**config.mk**
```make
export PLATFORM = sky130hd
export DESIGN_NAME = pwm_decoder
export DESIGN_NICKNAME = d
export VERILOG_FILES = /design/src/rtl/pwm_decoder.sv
export SDC_FILE = /design/constraint.sdc
export NUM_CORES = 1
export LEC_CHECK = 0
export CAP_MARGIN = 25
export CORE_UTILIZATION = 34
export DETAILED_ROUTE_END_ITERATION = 10
export DONT_BUFFER_PORTS = 1
export SLEW_MARGIN = 10
export SYNTH_ARGS = -nofsm -noshare
export SYNTH_HDL_FRONTEND = slang
export SYNTH_SLANG_ARGS = --single-unit
export TNS_END_PERCENT = 30
```
**constraint.sdc**
```tcl
create_clock -name clk -period 2.8 [get_ports clk]
set_input_delay 0.56 -clock clk [delete_from_list [all_inputs] [get_ports clk]]
set_output_delay 0.56 -clock clk [all_outputs]
set_load 0.01 [all_outputs]
```
**src/rtl/pwm_decoder.sv**
```systemverilog
// pwm_decoder: recovers duty and period from an asynchronous PWM line.
// Reports on each rising edge once phase-aligned, or on a stuck-line timeout.
module pwm_decoder #(
  parameter int WIDTH   = 8,
  parameter int TIMEOUT = (1 << (WIDTH + 1)) - 1
) (
  input  logic             clk,
  input  logic             rst,
  input  logic             pwm_in,
  output logic [WIDTH-1:0] duty,
  output logic [WIDTH:0]   period,
  output logic             valid,
  output logic             locked,
  output logic             stuck
);

  typedef enum logic {
    IDLE,
    MEASURE
  } state_e;

  localparam logic [WIDTH:0]   TMO  = (WIDTH + 1)'(TIMEOUT);
  localparam logic [WIDTH:0]   ONE  = {{WIDTH{1'b0}}, 1'b1};
  localparam logic [WIDTH-1:0] DMAX = {WIDTH{1'b1}};

  logic s1_q, s_q, sd_q;
  logic rise;

  state_e           state_q, state_d;
  logic [WIDTH:0]   pcnt_q, pcnt_d;
  logic [WIDTH:0]   hcnt_q, hcnt_d;
  logic [WIDTH-1:0] duty_q, duty_d;
  logic [WIDTH:0]   period_q, period_d;
  logic             valid_q, valid_d;
  logic             locked_q, locked_d;
  logic             stuck_q, stuck_d;

  always_ff @(posedge clk or negedge rst) begin
    if (!rst) begin
      s1_q <= 1'b0;
      s_q  <= 1'b0;
      sd_q <= 1'b0;
    end else begin
      s1_q <= pwm_in;
      s_q  <= s1_q;
      sd_q <= s_q;
    end
  end

  assign rise = s_q & ~sd_q;

  always_comb begin
    state_d  = state_q;
    pcnt_d   = pcnt_q + ONE;
    hcnt_d   = hcnt_q + {{WIDTH{1'b0}}, s_q};
    duty_d   = duty_q;
    period_d = period_q;
    valid_d  = 1'b0;
    locked_d = locked_q;
    stuck_d  = stuck_q;
    unique case (1'b1)
      rise && (state_q == MEASURE): begin
        valid_d  = 1'b1;
        period_d = pcnt_q;
        duty_d   = hcnt_q[WIDTH] ? DMAX : hcnt_q[WIDTH-1:0];
        locked_d = 1'b1;
        stuck_d  = 1'b0;
        pcnt_d   = ONE;
        hcnt_d   = ONE;
      end
      rise && (state_q == IDLE): begin
        state_d = MEASURE;
        stuck_d = 1'b0;
        pcnt_d  = ONE;
        hcnt_d  = ONE;
      end
      !rise && (pcnt_q == TMO): begin
        valid_d  = 1'b1;
        duty_d   = s_q ? DMAX : '0;
        period_d = '0;
        stuck_d  = 1'b1;
        locked_d = 1'b0;
        state_d  = IDLE;
        pcnt_d   = '0;
        hcnt_d   = '0;
      end
      default: ;
    endcase
  end

  always_ff @(posedge clk or negedge rst) begin
    if (!rst) begin
      state_q  <= IDLE;
      pcnt_q   <= '0;
      hcnt_q   <= '0;
      duty_q   <= '0;
      period_q <= '0;
      valid_q  <= 1'b0;
      locked_q <= 1'b0;
      stuck_q  <= 1'b0;
    end else begin
      state_q  <= state_d;
      pcnt_q   <= pcnt_d;
      hcnt_q   <= hcnt_d;
      duty_q   <= duty_d;
      period_q <= period_d;
      valid_q  <= valid_d;
      locked_q <= locked_d;
      stuck_q  <= stuck_d;
    end
  end

  assign duty   = duty_q;
  assign period = period_q;
  assign valid  = valid_q;
  assign locked = locked_q;
  assign stuck  = stuck_q;

endmodule

```
==> flow_summary_export.csv, run 1 <==
group,metric,value,unit
status,outcome,"finished, final reports clean",
setup_path,cp_data_arrival_time,2.37,ns
clocking,cts.sinks,42,
sta,hold-worst-slack,0.1033,ns
setup_path,startpoint_type,"flop",
setup_path,r2r_cells,7,
setup_path,ff2ff_setup_slack,0.57,ns
sta,max_slew_margin,60.98,%
sta,min_period_over_period,79.51,%
clocking,cts_made_buffers,5,
cells_and_area,drive_gt1_share,7.692,%
pwr,swShare,28.54,%
pwr,internal_power,988.5,µW
synthesis,syn_inst,153,
route,routed_via_density,5.139,
synthesis,ys_warn_count,0,
route,routed_wirelength,3247,µm
synthesis,postSynthAreaPerCell,11.41,µm²
grt,use_met1,19.30,%
sta,finalHoldViolations,0,
setup_path,worstSetupPathType,"reg2reg",
cells_and_area,nFillCells,488,
sta,fin_skew,0.006319,ns
route,dr.first_iter.drc_count,56,
sta,worst_slew_pin_slew,0.5852,ns
die,die_h,73.65,µm
pwr,power_frac_comb,13.3,%
grt,grt_max_degree,43,
setup_path,critical-path-slowest-cell,"ha_1",
placed_design,io_buffers,0,
pwr,p_clk_share,28.0,%
synthesis,async_flop_share,100.0,%
die,rows,25,
placed_design,dp_hpwl,2247,µm
route,ant_nets,0,
sta,slew_violations,0,
sta,max_clock_freq,449.2,MHz
clocking,clockRootBuffer,"clkbuf_8",
synthesis,synth_edf_count,0,
sta,setup_tns,0,ns
clocking,cts_tree,"built",
setup_path,critical-path-max-stage-delay,0.54,ns
synthesis,synthesis.area,1745,µm²
grt,use_met3,4.115,%
grt,grt_first_pass_wirelength,5623,µm
sta,finalSetupViolCount,0,
clocking,cts.path.max_buffers,2,
flow_run,maxCapViolCount,0,
die,initial_core_util,36.23,%
grt,grt-ovfl-total,0,
pwr,p_sw,394.8,µW
setup_path,cp.required,2.95,ns
setup_path,cp_cell_sequence,"ha_1, nand3_1, nor2_1, ha_1, inv_1, nand2_1, a21oi_1",
clocking,clk_transition_reported_paths,0.08,ns
setup_path,reg2reg_to,"hcnt_q[6]",
route,route.detailed.wl_per_inst,14.56,µm
grt,track_usage,13.57,%
pwr,irDropWorstVdd,379.5,µV
sta,min_period,2.226,ns
route,vias,1146,
setup_path,worstReg2RegStart,"pcnt_q[0]",
die,die-area,5424,µm²
synthesis,yosysUniqueCellTypes,24,
synthesis,synth_nets,160,
sta,rsz0062_at_grt,"no",
pwr,power_per_cell_area,725.0,nW/µm²
setup_path,worst_path_most_repeated_cell,"ha_1",
die,core_area,4817,µm²
route,drcViolationCount,0,
pwr,pwr-share-seq,58.6,%
pwr,p_leak,0.0008482,µW
cells_and_area,syn_to_final_growth,9.319,%
clocking,cts_setup_buffers,0,
cells_and_area,antenna_cells,0,
min_path,hold_path.class,"in2async",
grt,busiest_layer,"met2",
clocking,cts_htree_levels,2,
die,dieWidth,73.65,µm
die,io_pins,23,
synthesis,synth-seq-cells,42,
synthesis,ys.flop_type,"dfrtp_1",
route,drt_pass1_iterations,4,
synthesis,seq_area_frac_synth,60.22,%
grt,grt_pass1_vias,1169,
setup_path,end_kind,"flop",
setup_path,cp_max_fo,14,
grt,grtUsageMet2,19.98,%
placed_design,routabilityCongestion,0.7341,
grt,antenna_found_initial,0,
clocking,clkLatencyLatePin,0.28,ns
cells_and_area,final_nets,162,
metal layers:
layer	routed length, µm	share of wire [%]
met5	0	0
met3	172	5.3
met4	8	0.25
met1	1610	50
met2	1456	45
how the worst max path moves through the flow:
stage / startpoint / end / slack [ns] / cells after the start
floorplan: pcnt_q[0] / duty[1] / 1.11 / 7
global route: pcnt_q[0] / pcnt_q[7] / 0.33 / 7
CTS: pcnt_q[0] / hcnt_q[6] / 0.57 / 7
detailed placement: pcnt_q[0] / pcnt_q[2] / 0.59 / 7
global placement: pcnt_q[0] / pcnt_q[4] / 0.75 / 7
finish: pcnt_q[0] / hcnt_q[6] / 0.57 / 7
worst max-delay path: cells and delay by family (launching register included):
kind	cells	cell delay, ns
buffers and inverters	1	0.21
AND/OR/NAND/NOR	3	0.59
adder cells (fa/ha/maj)	2	0.79
AO/OA/AOI/OAI	1	0.11
flip-flops	1	0.39
per-stage QoR:
step | power [µW] | utilization (%) | instances | instance area [µm²] | setup slack [ns]
after global placement | 986.0 | 37.30 | 214 | 1797 | 0.7459
after CTS | 1403 | 39.61 | 223 | 1908 | 0.5667
final | 1383 | 39.61 | 223 | 1908 | 0.5736
after detailed placement | 996.6 | 37.30 | 214 | 1797 | 0.5901
after floorplan | 942.6 | - | 153 | 1745 | 1.106
after global routing | 1461 | 39.61 | 223 | 1908 | 0.3315
power by group through the flow:
stage / Sequential (µW) / Combinational [µW] / Clock, µW
floorplan: 795 / 148 / 0
CTS: 812 / 190 / 401
global route: 827 / 214 / 421
detailed placement: 822 / 174 / 0
finish: 811 / 184 / 388
global placement: 818 / 168 / 0
timing repair:
item / CTS / global route
hold endpoints to repair: 42 / 0
hold buffers: 1 / 0
gates resized for setup: 0 / 0
setup endpoints to repair: 0 / 0
cells in the final DEF (no fill, tap or decap), types with 5 or more instances in the layout:
| cell type | synthesis | layout |
|---|---|---|
| nand2_1 | 5 | 5 |
| a22o_1 | 9 | 9 |
| o22a_1 | 8 | 8 |
| nand3_1 | 7 | 7 |
| clkbuf_8 | 0 | 6 |
| nor2_1 | 17 | 17 |
| a21oi_1 | 15 | 15 |
| dfrtp_1 | 42 | 42 |
| or3_1 | 7 | 7 |
| o21ai_0 | 11 | 11 |
cell usage after synthesis, types with 3 or more instances:
cell | number | share of area [%]
inv_1 | 3 | 0.65
o21ai_0 | 11 | 3.2
nor2_1 | 17 | 3.7
or3_1 | 7 | 2.5
and3_1 | 3 | 1.1
nand2_1 | 5 | 1.1
dfrtp_1 | 42 | 60
clkbuf_1 | 3 | 0.65
a21oi_1 | 15 | 4.3
nand3_1 | 7 | 2.0
a22o_1 | 9 | 4.5
xor2_1 | 4 | 2.0
nand4_1 | 3 | 1.1
ha_1 | 4 | 2.9
o22a_1 | 8 | 4.0
logic make-up after synthesis:
group / count (synthesis) / synth area share [%]
XOR/XNOR: 6 / 3.011
AND/OR/NAND/NOR: 45 / 12.76
AO/OA/AOI/OAI: 46 / 18.28
adder cells (fa/ha/maj): 4 / 2.867
buffers and inverters: 10 / 2.867
flip-flops: 42 / 60.22
registers in the layout, indices dropped and copies added, names as in the netlist, 8 cells and up:
name,cells
duty,8
period,9
pcnt_q,9
hcnt_q,9
area by class of cell:
type	instances	area [µm²]	area share (%)
clock buffer	7	86.33	4.525
inverter	4	17.52	0.9180
timing repair buffer	1	20.02	1.049
clock inverter	1	5.005	0.2623
sequential	42	1051	55.08
multi-input combinational	101	644.4	33.77
tap	67	83.83	4.393
(Power assumes the default switching activity.)
==> run 2, diff against run 1 <==
==> constraint.sdc (replaced) <==
create_clock -name clk -period 1.8 [get_ports clk]
set_input_delay 0.36 -clock clk [delete_from_list [all_inputs] [get_ports clk]]
set_output_delay 0.36 -clock clk [all_outputs]
set_load 0.01 [all_outputs]
==> run 2 against run 1 <==
Net effect:
- non-clock buffer count grew 7
- combinational power increased by 96%
- clock skew up 0.0029 ns
- clock-buffer cell count shrank 1
- worst setup slack worse by 0.39 ns
- critical path type unchanged
- largest cell class unchanged
- largest power group unchanged
==> flow_summary_export.csv, run 2 (same netlist as run 1, synthesis figures left out) <==
group,metric,value,unit
route,routed_via_density,5.083,
clocking,cts.sinks,42,
route,drcViolationCount,0,
die,die_h,73.65,µm
clocking,cts_htree_levels,2,
setup_path,reg2reg_to,"duty[6]",
clocking,cts_tree,"built",
sta,min_period_over_period,89.96,%
cells_and_area,final_cell_mix,"dfrtp_1 (42), nor2_1 (17), a21oi_1 (15)",
pwr,power_per_cell_area,1114,nW/µm²
cells_and_area,layout.cells.most_common,"dfrtp_1",
placed_design,dp_hpwl,2296,µm
cells_and_area,drive_gt1_share,12.27,%
clocking,clockRootBuffer,"clkbuf_8",
route,drt_pass1_iterations,4,
setup_path,startpoint_type,"flop",
setup_path,worstSetupPathType,"reg2reg",
status,outcome,"finished, final reports clean",
pwr,irDropWorstVdd,382.5,µV
die,core_area,4817,µm²
sta,finalHoldViolations,0,
sta,fin_skew,0.009210,ns
sta,max_slew_margin,80.81,%
route,ant_nets,0,
setup_path,worstReg2RegStart,"pcnt_q[0]",
setup_path,cp_max_fo,11,
route,route.detailed.wl_per_inst,14.64,µm
sta,finalSetupViolCount,0,
cells_and_area,multi_input_area,649.4,µm²
clocking,cts_made_buffers,5,
grt,grt_first_pass_wirelength,5713,µm
setup_path,cp.required,2.04,ns
sta,hold-worst-slack,0.08467,ns
setup_path,critical-path-max-stage-delay,0.41,ns
sta,min_period,1.619,ns
cells_and_area,syn_to_final_growth,12.47,%
die,dieWidth,73.65,µm
clocking,cts.path.max_buffers,2,
grt,track_usage,14.28,%
route,routed_wirelength,3367,µm
setup_path,ff2ff_setup_slack,0.18,ns
setup_path,path_buf_inv,1,
setup_path,cp_cell_sequence,"ha_1, nand3_1, nor2_1, ha_2, buf_4, a21oi_4, o22a_1",
sta,worst_slew_pin_slew,0.2879,ns
placed_design,io_buffers,0,
cells_and_area,final_area,1963,µm²
clocking,cts_setup_buffers,0,
die,initial_core_util,36.23,%
route,vias,1169,
setup_path,r2r_cells,7,
die,die-area,5424,µm²
grt,antenna_found_initial,0,
clocking,clk_transition_reported_paths,0.08,ns
grt,grt_max_degree,43,
sta,max_clock_freq,617.5,MHz
setup_path,critical-path-slowest-cell,"dfrtp_1",
min_path,min_from,"pwm_in",
die,io_pins,23,
cells_and_area,regArea,1051,µm²
sta,setup_tns,0,ns
flow_run,maxCapViolCount,0,
cells_and_area,final_nets,169,
die,rows,25,
sta,slew_violations,0,
min_path,holdPathStages,0,
grt,grt-ovfl-total,0,
placed_design,routabilityCongestion,0.7841,
setup_path,end_kind,"flop",
placed_design,dpl_cell_area,1842,µm²
min_path,min_to,"s1_q",
setup_path,path_delay_family,"adder cells",
sta,rsz0062_at_grt,"no",
pwr,p_leak,0.0008760,µW
cells_and_area,nFillCells,490,
min_path,hold_path.class,"in2reg",
cells_and_area,antenna_cells,0,
route,dr.first_iter.drc_count,61,
setup_path,cp_data_arrival_time,1.86,ns
clocking,clkLatencyLatePin,0.30,ns
grt,grt_pass1_vias,1219,
==> run 2: changes by cell type in the layout (fill, tap and decap cells not counted), sizes merged <==
cell         change
clkbuf           -1
clkinv           +1
buf              +6
dlygate4sd3      +1
==> run 2: routing by layer <==
| layer | track usage (%) | part of all wire (%) |
|---|---|---|
| met1 | 18.52 | 48 |
| met2 | 20.90 | 45 |
| met3 | 5.624 | 4.9 |
| met4 | 6.624 | 1.6 |
| met5 | 0 | 0 |
==> run 2: worst max-delay path by stage <==
stage / startpoint / endpoint / slack (ns) / cells past startpoint
floorplan: pcnt_q[0] / duty[1] / 0.11 / 7
global placement: pcnt_q[0] / duty[5] / 0.14 / 7
detailed placement: pcnt_q[0] / pcnt_q[6] / 0.05 / 7
CTS: pcnt_q[0] / pcnt_q[6] / 0.02 / 7
global route: pcnt_q[4] / duty[2] / 0.05 / 6
finish: pcnt_q[0] / duty[6] / 0.18 / 7
==> run 2: repair_timing <==
| action | CTS | global route |
|---|---|---|
| hold buffers | 2 | 0 |
| setup endpoints to repair | 0 | 21 |
| resized for setup | 0 | 2 |
| endpoints found under the hold margin | 42 | 0 |
==> run 2: stage by stage <==
stage                     util, %  total power, µW  std cells  worst slack [ns]
after floorplan                 -             1466        153            0.1062
after global placement      38.23             1579        220            0.1350
after detailed placement    38.23             1588        220           0.05461
after CTS                   40.65             2215        230           0.01649
after global routing        40.75             2325        230           0.04667
final                       40.75             2187        230            0.1807
==> run 2: cell type report <==
class / count / share of cell area (%)
inverters: 4 / 0.8923
multi-input cells: 101 / 33.08
well taps: 67 / 4.270
repair buffers: 8 / 3.824
flip-flops and latches: 42 / 53.54
clock inverters: 2 / 0.7011
clock buffers: 6 / 3.697
==> run 2: report_power, final <==
| group | total, µW | internal, µW | leakage, µW | switching, µW |
|---|---|---|---|---|
| clock | 597 | 274 | 0.0000452 | 323 |
| combinational | 360 | 184 | 0.000297 | 177 |
| sequential | 1230 | 1080 | 0.000534 | 148 |
